**config.mk**
```make
export PLATFORM = sky130hd
export DESIGN_NAME = sha2_msg_schedule_flat
export DESIGN_NICKNAME = d
export VERILOG_FILES = /design/src/rtl/sha2_pkg.sv /design/src/rtl/sha2_msg_schedule_if.sv /design/src/rtl/sha2_small_sigma.sv /design/src/rtl/sha2_msg_schedule.sv /design/src/flat_wrapper.sv
export SDC_FILE = /design/constraint.sdc
export NUM_CORES = 1
export LEC_CHECK = 0
export BUFFER_PORTS_ARGS = -buffer_cell sky130_fd_sc_hd__buf_2
export CORE_MARGIN = 2
export CORE_UTILIZATION = 45
export DETAILED_ROUTE_END_ITERATION = 6
export PLACE_DENSITY = 0.75
export SYNTH_ARGS = -nofsm -noshare
export SYNTH_HDL_FRONTEND = slang
export SYNTH_SLANG_ARGS = --single-unit
```
**constraint.sdc**
```tcl
create_clock -name clk -period 13.7 [get_ports clk]
set_input_delay 0 -clock clk [delete_from_list [all_inputs] [get_ports clk]]
set_output_delay 0 -clock clk [all_outputs]
set_load 0.05 [all_outputs]
```
**src/rtl/sha2_pkg.sv**
```systemverilog
// Shared definitions for the SHA-2 message-schedule slice.
//   - schedule FSM state encoding
//   - per-standard round counts
//   - small-sigma rotate/shift amounts for 32-bit (SHA-256) and 64-bit
//     (SHA-512) words, with a lookup helper used at elaboration time
package sha2_pkg;

    localparam int unsigned ROUNDS_256 = 64;
    localparam int unsigned ROUNDS_512 = 80;

    typedef enum logic {
        ST_LOAD = 1'b0,
        ST_RUN  = 1'b1
    } sched_state_t;

    // SHA-256 small sigmas
    localparam int unsigned S0_ROT_A_256 = 7;
    localparam int unsigned S0_ROT_B_256 = 18;
    localparam int unsigned S0_SHR_256   = 3;
    localparam int unsigned S1_ROT_A_256 = 17;
    localparam int unsigned S1_ROT_B_256 = 19;
    localparam int unsigned S1_SHR_256   = 10;

    // SHA-512 small sigmas
    localparam int unsigned S0_ROT_A_512 = 1;
    localparam int unsigned S0_ROT_B_512 = 8;
    localparam int unsigned S0_SHR_512   = 7;
    localparam int unsigned S1_ROT_A_512 = 19;
    localparam int unsigned S1_ROT_B_512 = 61;
    localparam int unsigned S1_SHR_512   = 6;

    // which: 0 = first rotate, 1 = second rotate, 2 = logical shift
    function automatic int unsigned sigma_amt(input int unsigned word_w,
                                              input int unsigned sel,
                                              input int unsigned which);
        if (word_w == 64) begin
            if (sel == 0) begin
                if (which == 0) return S0_ROT_A_512;
                if (which == 1) return S0_ROT_B_512;
                return S0_SHR_512;
            end
            if (which == 0) return S1_ROT_A_512;
            if (which == 1) return S1_ROT_B_512;
            return S1_SHR_512;
        end
        if (sel == 0) begin
            if (which == 0) return S0_ROT_A_256;
            if (which == 1) return S0_ROT_B_256;
            return S0_SHR_256;
        end
        if (which == 0) return S1_ROT_A_256;
        if (which == 1) return S1_ROT_B_256;
        return S1_SHR_256;
    endfunction

endpackage

```
**src/rtl/sha2_msg_schedule_if.sv**
```systemverilog
// Handshake bundle for the SHA-2 message-schedule expander.
//   in_valid/in_ready/in_word      : message words from the block padder
//   out_valid/out_ready/out_word   : schedule words to the round core
//   out_idx                        : round index of out_word
//   out_last                       : out_word is the final schedule word
// master = environment side, slave = schedule block side.
interface sha2_msg_schedule_if #(
    parameter int unsigned WORD_W = 32
);
    logic              in_valid;
    logic              in_ready;
    logic [WORD_W-1:0] in_word;
    logic              out_valid;
    logic              out_ready;
    logic [WORD_W-1:0] out_word;
    logic [6:0]        out_idx;
    logic              out_last;

    modport master (
        output in_valid, in_word, out_ready,
        input  in_ready, out_valid, out_word, out_idx, out_last
    );

    modport slave (
        input  in_valid, in_word, out_ready,
        output in_ready, out_valid, out_word, out_idx, out_last
    );
endinterface

```
**src/rtl/sha2_small_sigma.sv**
```systemverilog
// SHA-2 small sigma function, purely combinational.
//   WORD_W : 32 (SHA-256 amounts) or 64 (SHA-512 amounts)
//   SEL    : 0 = sigma0, 1 = sigma1
// Ports:
//   x : input word
//   y : ROTR(x,a) ^ ROTR(x,b) ^ SHR(x,s)
module sha2_small_sigma
    import sha2_pkg::*;
#(
    parameter int unsigned WORD_W = 32,
    parameter int unsigned SEL    = 0
) (
    input  logic [WORD_W-1:0] x,
    output logic [WORD_W-1:0] y
);
    localparam int unsigned ROT_A = sigma_amt(WORD_W, SEL, 0);
    localparam int unsigned ROT_B = sigma_amt(WORD_W, SEL, 1);
    localparam int unsigned SHR_N = sigma_amt(WORD_W, SEL, 2);

    logic [WORD_W-1:0] rot_a;
    logic [WORD_W-1:0] rot_b;
    logic [WORD_W-1:0] shr_n;

    always_comb begin
        rot_a = (x >> ROT_A) | (x << (WORD_W - ROT_A));
        rot_b = (x >> ROT_B) | (x << (WORD_W - ROT_B));
        shr_n = x >> SHR_N;
        y     = rot_a ^ rot_b ^ shr_n;
    end
endmodule

```
**src/rtl/sha2_msg_schedule.sv**
```systemverilog
// Streaming SHA-2 message-schedule expander.
// Loads one 16-word message block serially (W[0] first), then emits
// W[0..ROUNDS-1], one word per output handshake.
//   WORD_W : 32 (SHA-256) or 64 (SHA-512)
//   ROUNDS : schedule words per block, 16..128
// Ports:
//   clk : rising-edge clock
//   rst : synchronous active-high reset, discards any partial block
//   bus : slave side of sha2_msg_schedule_if
//         in_*  accepted only in LOAD, out_* valid only in RUN
module sha2_msg_schedule
    import sha2_pkg::*;
#(
    parameter int unsigned WORD_W = 32,
    parameter int unsigned ROUNDS = ROUNDS_256
) (
    input  logic                       clk,
    input  logic                       rst,
    sha2_msg_schedule_if.slave         bus
);

    if (!(WORD_W == 32 || WORD_W == 64)) begin : g_bad_word_w
        $fatal(1, "sha2_msg_schedule: WORD_W must be 32 or 64");
    end
    if (ROUNDS < 16 || ROUNDS > 128) begin : g_bad_rounds
        $fatal(1, "sha2_msg_schedule: ROUNDS must be within 16..128");
    end

    localparam logic [6:0] LAST_IDX = 7'(ROUNDS - 1);

    sched_state_t      state_q, state_d;
    logic [4:0]        load_cnt_q, load_cnt_d;
    logic [6:0]        t_cnt_q, t_cnt_d;
    logic [WORD_W-1:0] win_q [16];

    logic              shift_en;
    logic [WORD_W-1:0] w_new;
    logic [WORD_W-1:0] s0_out;
    logic [WORD_W-1:0] s1_out;
    logic [WORD_W-1:0] sched_next;
    logic              last_round;

    sha2_small_sigma #(.WORD_W(WORD_W), .SEL(0)) u_sigma0 (
        .x (win_q[1]),
        .y (s0_out)
    );

    sha2_small_sigma #(.WORD_W(WORD_W), .SEL(1)) u_sigma1 (
        .x (win_q[14]),
        .y (s1_out)
    );

    // Window holds W[t..t+15]; this is W[t+16], wrapping mod 2^WORD_W.
    // Valid for every t, including t<16, since the window starts as the
    // raw message block.
    always_comb begin
        sched_next = s1_out + win_q[9] + s0_out + win_q[0];
    end

    always_comb begin
        state_d       = state_q;
        load_cnt_d    = load_cnt_q;
        t_cnt_d       = t_cnt_q;
        shift_en      = 1'b0;
        w_new         = bus.in_word;
        last_round    = 1'b0;
        bus.in_ready  = 1'b0;
        bus.out_valid = 1'b0;
        bus.out_word  = '0;
        bus.out_idx   = t_cnt_q;
        bus.out_last  = 1'b0;

        case (state_q)
            ST_LOAD: begin
                bus.in_ready = 1'b1;
                if (bus.in_valid) begin
                    shift_en   = 1'b1;
                    w_new      = bus.in_word;
                    load_cnt_d = load_cnt_q + 5'd1;
                    if (load_cnt_q == 5'd15) begin
                        state_d = ST_RUN;
                    end
                end
            end
            ST_RUN: begin
                last_round    = (t_cnt_q == LAST_IDX);
                bus.out_valid = 1'b1;
                bus.out_word  = win_q[0];
                bus.out_last  = last_round;
                if (bus.out_ready) begin
                    shift_en = 1'b1;
                    w_new    = sched_next;
                    if (last_round) begin
                        state_d    = ST_LOAD;
                        load_cnt_d = '0;
                        t_cnt_d    = '0;
                    end else begin
                        t_cnt_d = t_cnt_q + 7'd1;
                    end
                end
            end
            default: begin
                state_d = ST_LOAD;
            end
        endcase
    end

    always_ff @(posedge clk) begin
        if (rst) begin
            state_q    <= ST_LOAD;
            load_cnt_q <= '0;
            t_cnt_q    <= '0;
            for (int unsigned i = 0; i < 16; i++) begin
                win_q[i] <= '0;
            end
        end else begin
            state_q    <= state_d;
            load_cnt_q <= load_cnt_d;
            t_cnt_q    <= t_cnt_d;
            // Loading and expansion both shift the window down by one.
            if (shift_en) begin
                for (int unsigned i = 0; i < 15; i++) begin
                    win_q[i] <= win_q[i+1];
                end
                win_q[15] <= w_new;
            end
        end
    end

endmodule

```
**src/flat_wrapper.sv**
```systemverilog
// flat-port wrapper written by rule: the top's interface ports become plain ports
module sha2_msg_schedule_flat import sha2_pkg::*;
#(
    parameter int unsigned WORD_W = 32,
    parameter int unsigned ROUNDS = ROUNDS_256
)
  (clk, rst, bus_in_valid, bus_in_word, bus_out_ready, bus_in_ready, bus_out_valid, bus_out_word, bus_out_idx, bus_out_last);
  sha2_msg_schedule_if #(.WORD_W(WORD_W)) bus_i ();
  input  logic clk;
  input  logic rst;
  input wire logic [$bits(bus_i.in_valid)-1:0] bus_in_valid;
  input wire logic [$bits(bus_i.in_word)-1:0] bus_in_word;
  input wire logic [$bits(bus_i.out_ready)-1:0] bus_out_ready;
  output wire logic [$bits(bus_i.in_ready)-1:0] bus_in_ready;
  output wire logic [$bits(bus_i.out_valid)-1:0] bus_out_valid;
  output wire logic [$bits(bus_i.out_word)-1:0] bus_out_word;
  output wire logic [$bits(bus_i.out_idx)-1:0] bus_out_idx;
  output wire logic [$bits(bus_i.out_last)-1:0] bus_out_last;
  assign bus_i.in_valid = bus_in_valid;
  assign bus_i.in_word = bus_in_word;
  assign bus_i.out_ready = bus_out_ready;
  assign bus_in_ready = bus_i.in_ready;
  assign bus_out_valid = bus_i.out_valid;
  assign bus_out_word = bus_i.out_word;
  assign bus_out_idx = bus_i.out_idx;
  assign bus_out_last = bus_i.out_last;
  sha2_msg_schedule #(.WORD_W(WORD_W), .ROUNDS(ROUNDS)) u_core (.clk(clk), .rst(rst), .bus(bus_i));
endmodule
```
==> results of run 1 <==
## metrics by stage
step                      std cells  cell area [µm²]  utilization
after floorplan                1825            24500            -
after global placement         2530            25500        0.473
after detailed placement       2530            25500        0.473
after CTS                      2664            27500        0.511
after global routing           2664            27500        0.511
final                          2665            27500        0.511
## flip-flops by register name (all words and copies together), names as in the netlist
| signal | count |
|---|---|
| u_core.win_q | 512 |
| u_core.bus.out_idx | 7 |
| u_core.load_cnt_q | 5 |
| u_core.state_q | 1 |
## worst max-delay path, delay by kind of cell (launching register included)
family	cells	cell delay, ps
DFF	1	810
and+or+nand+nor	3	1160
buffers and inverters	3	2270
## how the worst max path moves through the flow
stage	slack [ps]	start	depth (start not counted)	endpoint
after floorplan	240	u_core.state_q	6	u_core.win_q[0][0]
after CTS	8850	u_core.state_q	6	u_core.win_q[0][22]
final	8880	u_core.state_q	6	u_core.win_q[0][22]
after global routing	8540	u_core.state_q	6	u_core.win_q[0][22]
after detailed placement	8840	u_core.state_q	6	u_core.win_q[0][54]
after global placement	8930	u_core.state_q	6	u_core.win_q[0][54]
## power groups by stage
stage | sequential (W) | combinational [W] | clock, W
after floorplan | 0.00198 | 0.000818 | 0
after global placement | 0.00196 | 0.00109 | 0
after detailed placement | 0.00197 | 0.00110 | 0
after CTS | 0.00194 | 0.00112 | 0.00140
after global routing | 0.00194 | 0.00125 | 0.00147
final | 0.00194 | 0.00115 | 0.00137
## what timing repair did
action | 4_1_cts | 5_1_grt
setup endpoints to repair | 0 | 0
hold buffers | 35 | 0
hold endpoints to repair | 40 | 0
## layout by cell type, fill, tap and decap left out, types with 5 or more instances in the layout
cell type      count
a2111o_1           5
a211o_1            5
a21o_1             7
a21oi_1           55
and2_1           330
and3_1             6
buf_2             76
buf_4             10
clkbuf_1          13
clkbuf_16         53
clkinv_1          14
clkinv_2           8
clkinv_4           5
dfxtp_1           13
dlygate4sd3_1     35
edfxtp_1         512
fa_1              62
ha_1              34
inv_1            141
nand2_1           54
nand3_1           17
nand3b_1           5
nand4_1           19
nor2_1            60
nor2b_1          163
nor3_1            14
nor3b_1            6
o211ai_1           6
o21a_1             9
o21ai_0           23
or3_1              5
xnor2_1          110
xor2_1            20
## logic make-up (layout without fill, tap and decap cells)
kind of cell | Yosys count | after routing | share of synthesized area
AO/OA/AOI/OAI | 153 | 153 | 0.0421
XOR/XNOR | 130 | 130 | 0.0465
buffers and inverters | 220 | 363 | 0.0369
flip-flops | 525 | 525 | 0.639
adder cells (fa/ha/maj) | 96 | 96 | 0.0681
multiplexers | 3 | 3 | 0.00123
AND/OR/NAND/NOR | 698 | 698 | 0.166
other | 0 | 1 | 0
## metal layers
metal  part of all wire  vias to the layer above  GRT usage  wire length [µm]
li1                   -                     6434          -                 -
met1               0.44                     7051      0.296             24500
met2               0.45                      552      0.306             25400
met3              0.079                       99     0.0420              4470
met4              0.033                        0     0.0711              1880
met5                  0                        -          0                 0
## area by class of cell
cell class,count,share of cell area
clock buffers,66,0.0500
multi-input cells,1080,0.289
clock inverters,33,0.0101
diodes,1,0.0000911
flip-flops and latches,525,0.569
repair buffers,123,0.0305
inverters,141,0.0193
well taps,696,0.0317
==> out/qor.yml, run 1 <==
status: "completed"
fillCellCount: 4544
post-route-period-util: 0.352
synth.largest_area_cell: "edfxtp_1"
crit_path_max_fanout: 101
multi_input_comb_area_um2: 7950
yosysTopAreaCellShare: 0.628
cts_resized: 0
start_util: 0.455
grt_pass1_vias: 14000
ys_warn_count: 0
sw_frac_of_total: 0.323
hold-path-endpoint: "u_core.win_q[7][56]"
gp_congestion: 0.910
postSynthAreaPerCell_um2: 13.4
dp_hpwl_um: 37800
maxCapViolations: 0
num_rows: 85
clock-sinks: 525
die_h_um: 237
setup_tns_ps: 0
hold_depth: 4
skew_ps: 38.9
power.density_nw_per_um2: 162
p_clk_frac: 0.308
hold_violations: 0
cp_slowest_stage_delay_ps: 1080
finalCriticalPeriod_ps: 4820
fp.dieW_um: 237
switching_power_w: 0.00144
cts.path.max_buffers: 3
crit_required_ps: 13930
end_kind: "flip-flop"
routed-via-count: 14100
area_delta_synth_final_pct: 12.3
leakagePower_nw: 10.8
r2r-end: "u_core.win_q[0][22]"
finalPower_w: 0.00446
syn_nets: 1957
grt_pass1_wl_um: 86000
cts_tree: "done"
route.detailed.drc: 0
relSlewSlack: 0.141
critPathArrivalTime_ps: 5050
cts_root_buffer: "clkbuf_16"
cts_max_level: 2
seqCellArea_um2: 15600
synth_flop_cell: "edfxtp_1"
rr_worst_depth: 6
max_freq_mhz: 208
critical_path_class: "flip-flop to flip-flop"
insertion_delay_ps: 630
power_frac_seq: 0.434
vias_per_cell: 5.30
place_ws_ps: 8840
synth_common_cells: "edfxtp_1 (512), and2_1 (330), nor2b_1 (163), inv_1 (141), xnor2_1 (110)"
async_flop_share: 0
drive_gt1_frac: 0.0874
setup_slack_ps: 8880
fp.coreArea_um2: 53800
synth_edf_count: 512
drt_pass1_iterations: 5
p_comb_frac: 0.258
startpoint_type: "flip-flop"
max_slew.worst_pin.slew_ps: 1290
cts_buffers: 53
slowest_stage: "buf_4"
gr-total-overflow: 0
r2r-start: "u_core.state_q"
netlist_instances: 1825
post_cts_buffers: 0
hold_start: "bus_in_word[24]"
crit_path_frequent_cell: "buf_4"
synthTopCellsByArea: "edfxtp_1 (63%), and2_1 (8.4%), fa_1 (5.1%)"
synthesis.area_um2: 24500
fin_hold_ws_ps: 226
ir_drop_mv: 0.101
routedWlPerCell_um: 21.1
ant_nets: 0
boundaryPins: 78
grt_antenna_before_repair: 3
internal_power_w: 0.00302
fin_nets: 2056
grt_max_degree: 307
cts.reportedPaths.clkPinSlew_ps: 60
setup_viol: 0
yosysUniqueCellTypes: 66
yosysMostFrequentCell: "edfxtp_1"
path_cells: "and2_1 > nor2_1 > buf_4 > nand2_4 > buf_4 > buf_4"
hold_class: "input port to flip-flop"
dieArea_um2: 56300
port_buffers: 77
ys_seq_area_frac: 0.639
routed_wl_um: 56300
drt_iter0_drc: 1662
ys_ff_latch: 525
grt_usage: 0.204
drv_slew: 0
r2r_setup_slack_ps: 8880
rsz0062_at_grt: "no"
Note: power is estimated with default switching activity, not from simulation.
==> run 2, diff against run 1 <==
clock period = 4.4 ns   (was 13.7 ns; I/O delays follow)
==> run 2 against run 1 <==
Against the previous run: final cell count up 3.0%; clock skew down 8.6 ps; critical endpoint is now u_core.win_q[7][62]; highest routed layer unchanged; sequential power grew to 3.1 times the previous value; sequential cell count is the same.
==> out/qor.yml, run 2 (same netlist as run 1, synthesis figures left out) <==
gp_congestion: 0.960
r2r-start: "u_core.win_q[0][38]"
fillCellCount: 4440
grt_usage: 0.207
drv_slew: 0
area_delta_synth_final_pct: 16.7
startpoint_type: "flip-flop"
r2r-end: "u_core.win_q[7][62]"
grt_max_degree: 150
skew_ps: 30.3
grt_pass1_wl_um: 86600
start_util: 0.455
fp.dieW_um: 237
regMostFlops: "u_core.win_q"
final_common_cell: "edfxtp_1"
drt_pass1_iterations: 5
r2r_setup_slack_ps: 30
hold_start: "bus_out_ready"
largest_reg_flops: 512
cts_tree: "done"
cts.path.max_buffers: 3
routedWlPerCell_um: 21.1
grt_pass1_vias: 14000
insertion_delay_ps: 620
finalCriticalPeriod_ps: 4370
antennaDiodeCount: 0
die_h_um: 237
cts_max_level: 2
seqCellArea_um2: 15600
end_kind: "flip-flop"
fin_nets: 2138
rsz0062_at_grt: "yes"
port_buffers: 77
status: "completed"
critical_path_class: "flip-flop to flip-flop"
gr-total-overflow: 0
clock-sinks: 525
leakagePower_nw: 11.4
post-route-period-util: 0.992
dp_hpwl_um: 39700
cts_buffers: 52
grt_antenna_before_repair: 1
hold_class: "input port to flip-flop"
max_freq_mhz: 229
power.density_nw_per_um2: 516
hold_violations: 0
routed_wl_um: 58000
drt_iter0_drc: 1309
boundaryPins: 78
hold-path-endpoint: "u_core.state_q"
setup_viol: 0
slowest_stage: "a2111o_1"
hold_depth: 4
critPathArrivalTime_ps: 4680
routed-via-count: 14400
cp_slowest_stage_delay_ps: 610
cts_root_buffer: "clkbuf_16"
ir_drop_mv: 0.314
drive_gt1_frac: 0.149
relSlewSlack: 0.413
vias_per_cell: 5.25
cts.reportedPaths.clkPinSlew_ps: 60
mostFrequentLayoutCells: "edfxtp_1 (512), and2_1 (330), nor2b_1 (163), inv_1 (141), xnor2_1 (92)"
multi_input_comb_area_um2: 8220
path_cells: "xnor2_1 > xnor2_1 > fa_1 > inv_1 > fa_1 > inv_1 > ha_1 > nand4b_1 > a2111o_1 > a311oi_2 > mux2i_1 > o311ai_1"
num_rows: 85
maxCapViolations: 0
crit_path_max_fanout: 4
ant_nets: 0
rr_worst_depth: 12
fp.coreArea_um2: 53800
place_area_um2: 26000
fin_area_um2: 28600
route.detailed.drc: 0
max_slew.worst_pin.slew_ps: 881
dieArea_um2: 56300
crit_required_ps: 4710
fin_hold_ws_ps: 35.1
## run 2: cell types whose count changed in the layout (fill, tap and decap cells not counted), sizes merged
cell / change
clkinvlp: +6
diode: -1
buf: +83
bufinv: +7
clkbuf: -6
clkinv: -9
## run 2: metrics by stage
stage | power, W | TNS [ps] | std cells | util | setup slack (ps)
after floorplan | 0.00860 | 0 | 1825 | - | 352
after global placement | 0.00988 | -687 | 2594 | 0.484 | -158
after detailed placement | 0.00990 | -560 | 2594 | 0.484 | -148
after CTS | 0.0146 | 0 | 2731 | 0.524 | 4.60
after global routing | 0.0154 | -465 | 2745 | 0.531 | -122
final | 0.0147 | 0 | 2745 | 0.531 | 34.4
## run 2: area by class of cell
| type | count | share of cell area |
|---|---|---|
| Clock buffer | 60 | 0.0466 |
| Clock inverter | 37 | 0.0156 |
| Inverter | 141 | 0.0185 |
| Multi-Input combinational cell | 1080 | 0.288 |
| Sequential cell | 525 | 0.547 |
| Tap cell | 696 | 0.0305 |
| Timing Repair Buffer | 206 | 0.0534 |
## run 2: timing repair
item	in CTS	in global routing
hold buffers	35	0
endpoints found under the setup margin	8	19
pin swaps	1	17
buffers inserted	5	14
gates resized for setup	5	46
endpoints found under the hold margin	85	0
## run 2: worst max-delay path, delay by kind of cell (launching register included)
| family | cells | cell delay, ps |
|---|---|---|
| AOI/OAI and AO/OA | 3 | 1020 |
| xor gates and xnor gates | 2 | 440 |
| adders and majority gates | 3 | 1450 |
| buffers and inverters | 2 | 110 |
| DFF | 1 | 560 |
| muxes | 1 | 220 |
| and+or+nand+nor | 1 | 280 |
## run 2: where the power goes
| part | leakage [nW] | internal [W] | switching, W |
|---|---|---|---|
| combinational | 4.79 | 0.00159 | 0.00253 |
| clock | 0.852 | 0.00266 | 0.00194 |
| sequential | 5.76 | 0.00584 | 0.000168 |
| total | 11.4 | 0.0101 | 0.00464 |
## run 2: metal layers
| layer | global-route usage | vias up | part of all wire |
|---|---|---|---|
| li1 | - | 6593 | - |
| met1 | 0.305 | 7219 | 0.45 |
| met2 | 0.312 | 502 | 0.45 |
| met3 | 0.0404 | 92 | 0.075 |
| met4 | 0.0675 | 0 | 0.030 |
| met5 | 0 | - | 0 |
## run 2: worst max-delay path by stage
stage | startpoint | cells after the start | end
after floorplan | u_core.state_q | 6 | u_core.win_q[0][0]
after global placement | u_core.win_q[7][24] | 14 | u_core.win_q[7][52]
after detailed placement | u_core.win_q[7][24] | 14 | u_core.win_q[7][52]
after CTS | u_core.win_q[0][54] | 14 | u_core.win_q[7][62]
after global routing | u_core.win_q[0][63] | 13 | u_core.win_q[7][58]
final | u_core.win_q[0][38] | 12 | u_core.win_q[7][62]
